==> config.mk <==
export PLATFORM = sky130hd
export DESIGN_NAME = led_pattern
export DESIGN_NICKNAME = d
export VERILOG_FILES = /design/src/rtl/led_pkg.sv /design/src/rtl/tick_gen.sv /design/src/rtl/led_pattern.sv
export SDC_FILE = /design/constraint.sdc
export NUM_CORES = 1
export LEC_CHECK = 0
export ABC_AREA = 0
export CAP_MARGIN = 20
export CORE_ASPECT_RATIO = 1.2
export CORE_MARGIN = 5
export CORE_UTILIZATION = 58
export CTS_BUF_LIST = sky130_fd_sc_hd__clkbuf_4 sky130_fd_sc_hd__clkbuf_8
export DETAILED_ROUTE_END_ITERATION = 10
export PLACE_DENSITY = 0.9
export SYNTH_ARGS = -nofsm -noshare
export SYNTH_HDL_FRONTEND = slang
export SYNTH_HIERARCHICAL = 1
export SYNTH_SLANG_ARGS = --single-unit
==> constraint.sdc <==
create_clock -name CLK -period 3.8 [get_ports CLK]
set_input_delay 0.57 -clock CLK [delete_from_list [all_inputs] [get_ports CLK]]
set_output_delay 0.57 -clock CLK [all_outputs]
set_load 0.1 [all_outputs]
==> src/rtl/led_pkg.sv <==
// Shared constants for the LED pattern generator: mode encodings, channel-index width
// and the period clamp applied when a stored period is used.
package led_pkg;

    typedef enum logic [1:0] {
        ModeOff    = 2'd0,
        ModeOn     = 2'd1,
        ModeBlink  = 2'd2,
        ModeStrobe = 2'd3
    } mode_e;

    localparam int unsigned MinPeriod = 2;

    function automatic int unsigned ch_width(input int unsigned num_ch);
        return (num_ch > 1) ? $clog2(num_ch) : 1;
    endfunction

    // Stored periods of 0 or 1 are legal; they behave as the shortest usable period.
    function automatic int unsigned clamp_period(input int unsigned period);
        return (period < MinPeriod) ? MinPeriod : period;
    endfunction

endpackage

==> src/rtl/tick_gen.sv <==
// Prescaler: counts 0..TICK_DIV-1 and flags the cycle holding the terminal count.
module tick_gen #(
    parameter int unsigned CLK_FREQ = 12_000_000,
    parameter int unsigned TICK_HZ  = 1000
) (
    input  logic CLK,
    input  logic RST,
    output logic tick
);

    localparam int unsigned TickDiv = CLK_FREQ / TICK_HZ;
    localparam int unsigned CntW    = $clog2(TickDiv);
    localparam logic [CntW-1:0] CntMax = CntW'(TickDiv - 1);

    logic [CntW-1:0] cnt_q, cnt_d;

    always_comb begin
        cnt_d = cnt_q + CntW'(1);
        if (cnt_q == CntMax) begin
            cnt_d = '0;
        end
    end

    always_ff @(posedge CLK) begin
        if (RST) begin
            cnt_q <= '0;
        end else begin
            cnt_q <= cnt_d;
        end
    end

    assign tick = (cnt_q == CntMax);

endmodule

==> src/rtl/led_pattern.sv <==
// Multi-channel LED pattern generator: each channel runs OFF/ON/BLINK/STROBE against
// a shared tick, with a per-channel phase counter reloaded by configuration writes.
module led_pattern
    import led_pkg::*;
#(
    parameter int unsigned CLK_FREQ     = 12_000_000,
    parameter int unsigned TICK_HZ      = 1000,
    parameter int unsigned NUM_CH       = 3,
    parameter int unsigned PER_W        = 16,
    parameter int unsigned RESET_MODE   = 2,
    parameter int unsigned RESET_PERIOD = 1000,
    parameter bit          ACTIVE_LOW   = 1'b0,
    localparam int unsigned CH_W        = ch_width(NUM_CH)
) (
    input  logic              CLK,
    input  logic              RST,
    input  logic              wr_en,
    input  logic [CH_W-1:0]   wr_ch,
    input  logic [1:0]        wr_mode,
    input  logic [PER_W-1:0]  wr_period,
    output logic [NUM_CH-1:0] LED,
    output logic              tick
);

    localparam mode_e            ResetMode = mode_e'(2'(RESET_MODE));
    localparam logic [PER_W-1:0] ResetPer  = PER_W'(RESET_PERIOD);

    tick_gen #(
        .CLK_FREQ(CLK_FREQ),
        .TICK_HZ (TICK_HZ)
    ) u_tick_gen (
        .CLK (CLK),
        .RST (RST),
        .tick(tick)
    );

    for (genvar gi = 0; gi < NUM_CH; gi++) begin : g_ch
        mode_e            mode_q, mode_d;
        logic [PER_W-1:0] period_q, period_d;
        logic [PER_W-1:0] phase_q, phase_d;
        logic [PER_W-1:0] eff_per;
        logic             led_q, led_d;
        logic             hit;

        // Out-of-range indices never compare equal to a real channel, so they are dropped.
        assign hit = wr_en && (wr_ch == CH_W'(gi));

        always_comb begin
            logic on;
            mode_d   = mode_q;
            period_d = period_q;
            phase_d  = phase_q;
            on       = 1'b0;
            eff_per  = PER_W'(clamp_period(32'(period_q)));

            if (hit) begin
                mode_d   = mode_e'(wr_mode);
                period_d = wr_period;
                phase_d  = '0;
            end else if (tick) begin
                phase_d = (phase_q >= eff_per - PER_W'(1)) ? '0 : phase_q + PER_W'(1);
            end

            unique case (mode_q)
                ModeOff:    on = 1'b0;
                ModeOn:     on = 1'b1;
                ModeBlink:  on = (phase_q < (eff_per >> 1));
                ModeStrobe: on = (phase_q == '0);
                default:    on = 1'b0;
            endcase
            led_d = on ^ ACTIVE_LOW;
        end

        always_ff @(posedge CLK) begin
            if (RST) begin
                mode_q   <= ResetMode;
                period_q <= ResetPer;
                phase_q  <= '0;
                led_q    <= ACTIVE_LOW;
            end else begin
                mode_q   <= mode_d;
                period_q <= period_d;
                phase_q  <= phase_d;
                led_q    <= led_d;
            end
        end

        assign LED[gi] = led_q;
    end

endmodule

==> results.sh <==
export IMPL_status="complete, no violations"
export IMPL_synthCells=973
export IMPL_setup_viol=0
export IMPL_nets=1140
export IMPL_drv_cap=0
export IMPL_grt_pass1_vias=7126
export IMPL_synth_mux_area_frac=0.00125
export IMPL_relSlewSlack=0.345
export IMPL_worstPathRequired_ns=4.16
export IMPL_synth_ff_type="dfxtp_1"
export IMPL_p_comb_frac=0.113
export IMPL_cp_max_fo=6
export IMPL_worst_slack_ns=0.108
export IMPL_critPathMaxStageDelay_ns=0.59
export IMPL_synth_top_cell_by_area="dfxtp_1"
export IMPL_ios=27
export IMPL_cts_path_max_buffers=2
export IMPL_crit_family="simple AND/OR/NAND/NOR gates"
export IMPL_crit_top_cell="a211oi_2"
export IMPL_dp_hpwl_um=15100
export IMPL_synth_top_area_frac=0.298
export IMPL_finalHoldViolCount=0
export IMPL_synth_compound_area_share=0.133
export IMPL_synth_common_cells="129 x nand2_1, 119 x dfxtp_1, 100 x ha_1, 71 x nor2_1, 65 x a21oi_1"
export IMPL_ys_ff_latch=119
export IMPL_worst_slew_pin_slew_ns=0.980
export IMPL_die_h_um=139
export IMPL_track_usage=0.257
export IMPL_fin_util=0.664
export IMPL_worst_setup_path_type="register to register"
export IMPL_place_ws_ns=-0.184
export IMPL_p_int_mw=2.03
export IMPL_skew_ns=0.00866
export IMPL_drtPass1Iterations=5
export IMPL_cts_max_level=4
export IMPL_syn_avg_cell_area_um2=8.21
export IMPL_clock_sinks=119
export IMPL_synth_area_leaders="dfxtp_1 30%, ha_1 16%, xnor2_1 6.4%"
export IMPL_gp_congestion=0.941
export IMPL_drtIter0Drc=649
export IMPL_crit_path_end_kind="register"
export IMPL_antenna_found_initial=0
export IMPL_power_switching_uw=707
export IMPL_p_sw_frac=0.258
export IMPL_power_leakage_nw=3.65
export IMPL_fin_crit_sh=0.972
export IMPL_netlist_area_um2=7980
export IMPL_vias=7445
export IMPL_hold_class="register to register"
export IMPL_synth_xor_area_frac=0.0921
export IMPL_vdd_ir_drop_max_mv=0.205
export IMPL_n_antenna_cell=0
export IMPL_p_total_mw=2.74
export IMPL_initial_core_util=0.585
export IMPL_wl_per_cell_um=17.7
export IMPL_cp_data_arrival_time_ns=4.05
export IMPL_path_buf_inv=1
export IMPL_seq_area_frac_synth=0.298
export IMPL_drc=0
export IMPL_power_density_nw_per_um2=302
export IMPL_synth_top_family_by_area="simple AND/OR/NAND/NOR gates"
export IMPL_ant_nets=0
export IMPL_slew_violations=0
export IMPL_fp_coreArea_um2=13600
export IMPL_crit_chain="or4_4, nor2_4, and3_1, nand2_1, o21ai_2, ha_2, nand2_2, or2_2, xnor2_1, ha_1, a21oi_2, o21ai_1, a211oi_2, a211oi_2, buf_4, nor4b_2"
export IMPL_clock_latency_ns=0.45
export IMPL_die_w_um=117
export IMPL_synth_nets=1096
export IMPL_rows=47
export IMPL_vias_per_cell=6.21
export IMPL_wirelength_um=21200
export IMPL_synth_edf_count=0
export IMPL_seqPwrFrac=0.477
export IMPL_drive_above_1_share=0.117
export IMPL_grt_pass1_wl_um=33600
export IMPL_numCtsBuffers=17
export IMPL_yosysUniqueCellTypes=63
export IMPL_period_minus_slack_ns=3.69
export IMPL_fmaxAchievable_mhz=271
export IMPL_synth_fa_ha_area_frac=0.157
export IMPL_overflow=0
export IMPL_numPortBuffers=26
export IMPL_path_clk_slew_ns=0.07
export IMPL_yosys_warnings=6
export IMPL_yosys_area_share_simple=0.273
export IMPL_cp_start_kind="register"
export IMPL_cpMaxStageDelayCell="or4_4"
export IMPL_die_area_um2=16200
export IMPL_p_clk_frac=0.409
export IMPL_root_buffer="clkbuf_8"
export IMPL_area_delta_synth_final_pct=13.5
export IMPL_cts_tree="built"
export IMPL_synth_most_common_cell="nand2_1"
export IMPL_tns_ns=0
export IMPL_synthArstFlopShare=0
export IMPL_grt_max_degree=43
export IMPL_ctsHoldBuffers=0
-- sequential cells by signal, indices dropped and copies added (netlist names) --
name	count
g_ch.period_q	48
g_ch.phase_q	48
u_tick_gen/cnt_q	14
g_ch.mode_q	6
g_ch.led_q	3
-- path summary, 6_finish.rpt --
kind	slack, ns	to	cells past startpoint	startpoint
worst max-delay path	0.11	g_ch[2].phase_q[2]$_SDFFE_PP0P_	16	g_ch[2].period_q[12]$_SDFFE_PP0P_
worst min-delay path	0.46	g_ch[1].period_q[12]$_SDFFE_PP0P_	2	g_ch[1].period_q[12]$_SDFFE_PP0P_
worst max register to register	0.11	g_ch[2].phase_q[2]$_SDFFE_PP0P_	16	g_ch[2].period_q[12]$_SDFFE_PP0P_
worst min register to register	0.46	g_ch[1].period_q[12]$_SDFFE_PP0P_	2	g_ch[1].period_q[12]$_SDFFE_PP0P_
-- layer usage --
layer	part of all wire	track usage
met5	0	0
met4	0.047	0.127
met3	0.077	0.0551
met2	0.48	0.411
met1	0.39	0.324
-- worst register-to-register path: stages (launching register included) --
cell,delay (ns)
dfxtp_1,0.36
or4_4,0.60
nor2_4,0.13
and3_1,0.18
nand2_1,0.07
o21ai_2,0.20
ha_2,0.24
nand2_2,0.09
or2_2,0.30
xnor2_1,0.13
ha_1,0.20
a21oi_2,0.16
o21ai_1,0.11
a211oi_2,0.23
a211oi_2,0.13
buf_4,0.20
nor4b_2,0.28
-- cells by family (layout without fill, tap and decap cells) --
logic type | Yosys count | after routing
adders and majority gates | 100 | 100
and+or+nand+nor | 420 | 420
AOI/OAI and AO/OA | 162 | 162
DFF | 119 | 119
xor gates and xnor gates | 84 | 84
muxes | 1 | 1
buffers and inverters | 87 | 141
-- power by group through the flow --
stage | logic [mW] | registers [mW] | clock network [mW]
CTS | 0.298 | 1.30 | 1.13
floorplan | 0.200 | 1.33 | 0
detailed placement | 0.292 | 1.33 | 0
global placement | 0.284 | 1.33 | 0
finish | 0.310 | 1.31 | 1.12
global route | 0.338 | 1.31 | 1.19
-- stage by stage --
stage	area [µm²]	hold slack, ns	cells
final	9060	0.459	1198
after detailed placement	8500	0.448	1164
after CTS	8900	0.458	1193
after global routing	9060	0.477	1198
after floorplan	7980	0.436	973
after global placement	8500	0.445	1164
-- cell usage in the layout (no fill, tap or decap), types with 26 or more instances in the layout --
master	n
dfxtp_1	119
nand3_1	32
xor2_1	26
nor2_1	69
a21oi_1	64
nor3_1	55
buf_4	32
xnor2_1	58
nand2_1	128
inv_1	54
nand4_1	38
ha_1	98
-- timing repair --
item | in CTS | in global routing
hold endpoints to repair | 0 | 0
endpoints found under the setup margin | 15 | 47
pin swaps | 1 | 6
cloned | 0 | 1
buffers inserted | 0 | 4
resized for setup | 8 | 27
-- final cells by class --
type                       instances  area [µm²]
inverter                          54         203
clock inverter                     3        40.0
fill                            1058        4580
multi-input combinational        767        5390
sequential                       119        2380
timing repair buffer              58         497
clock buffer                      26         339
tap                              171         214
Note: power is estimated with default switching activity, not from simulation.
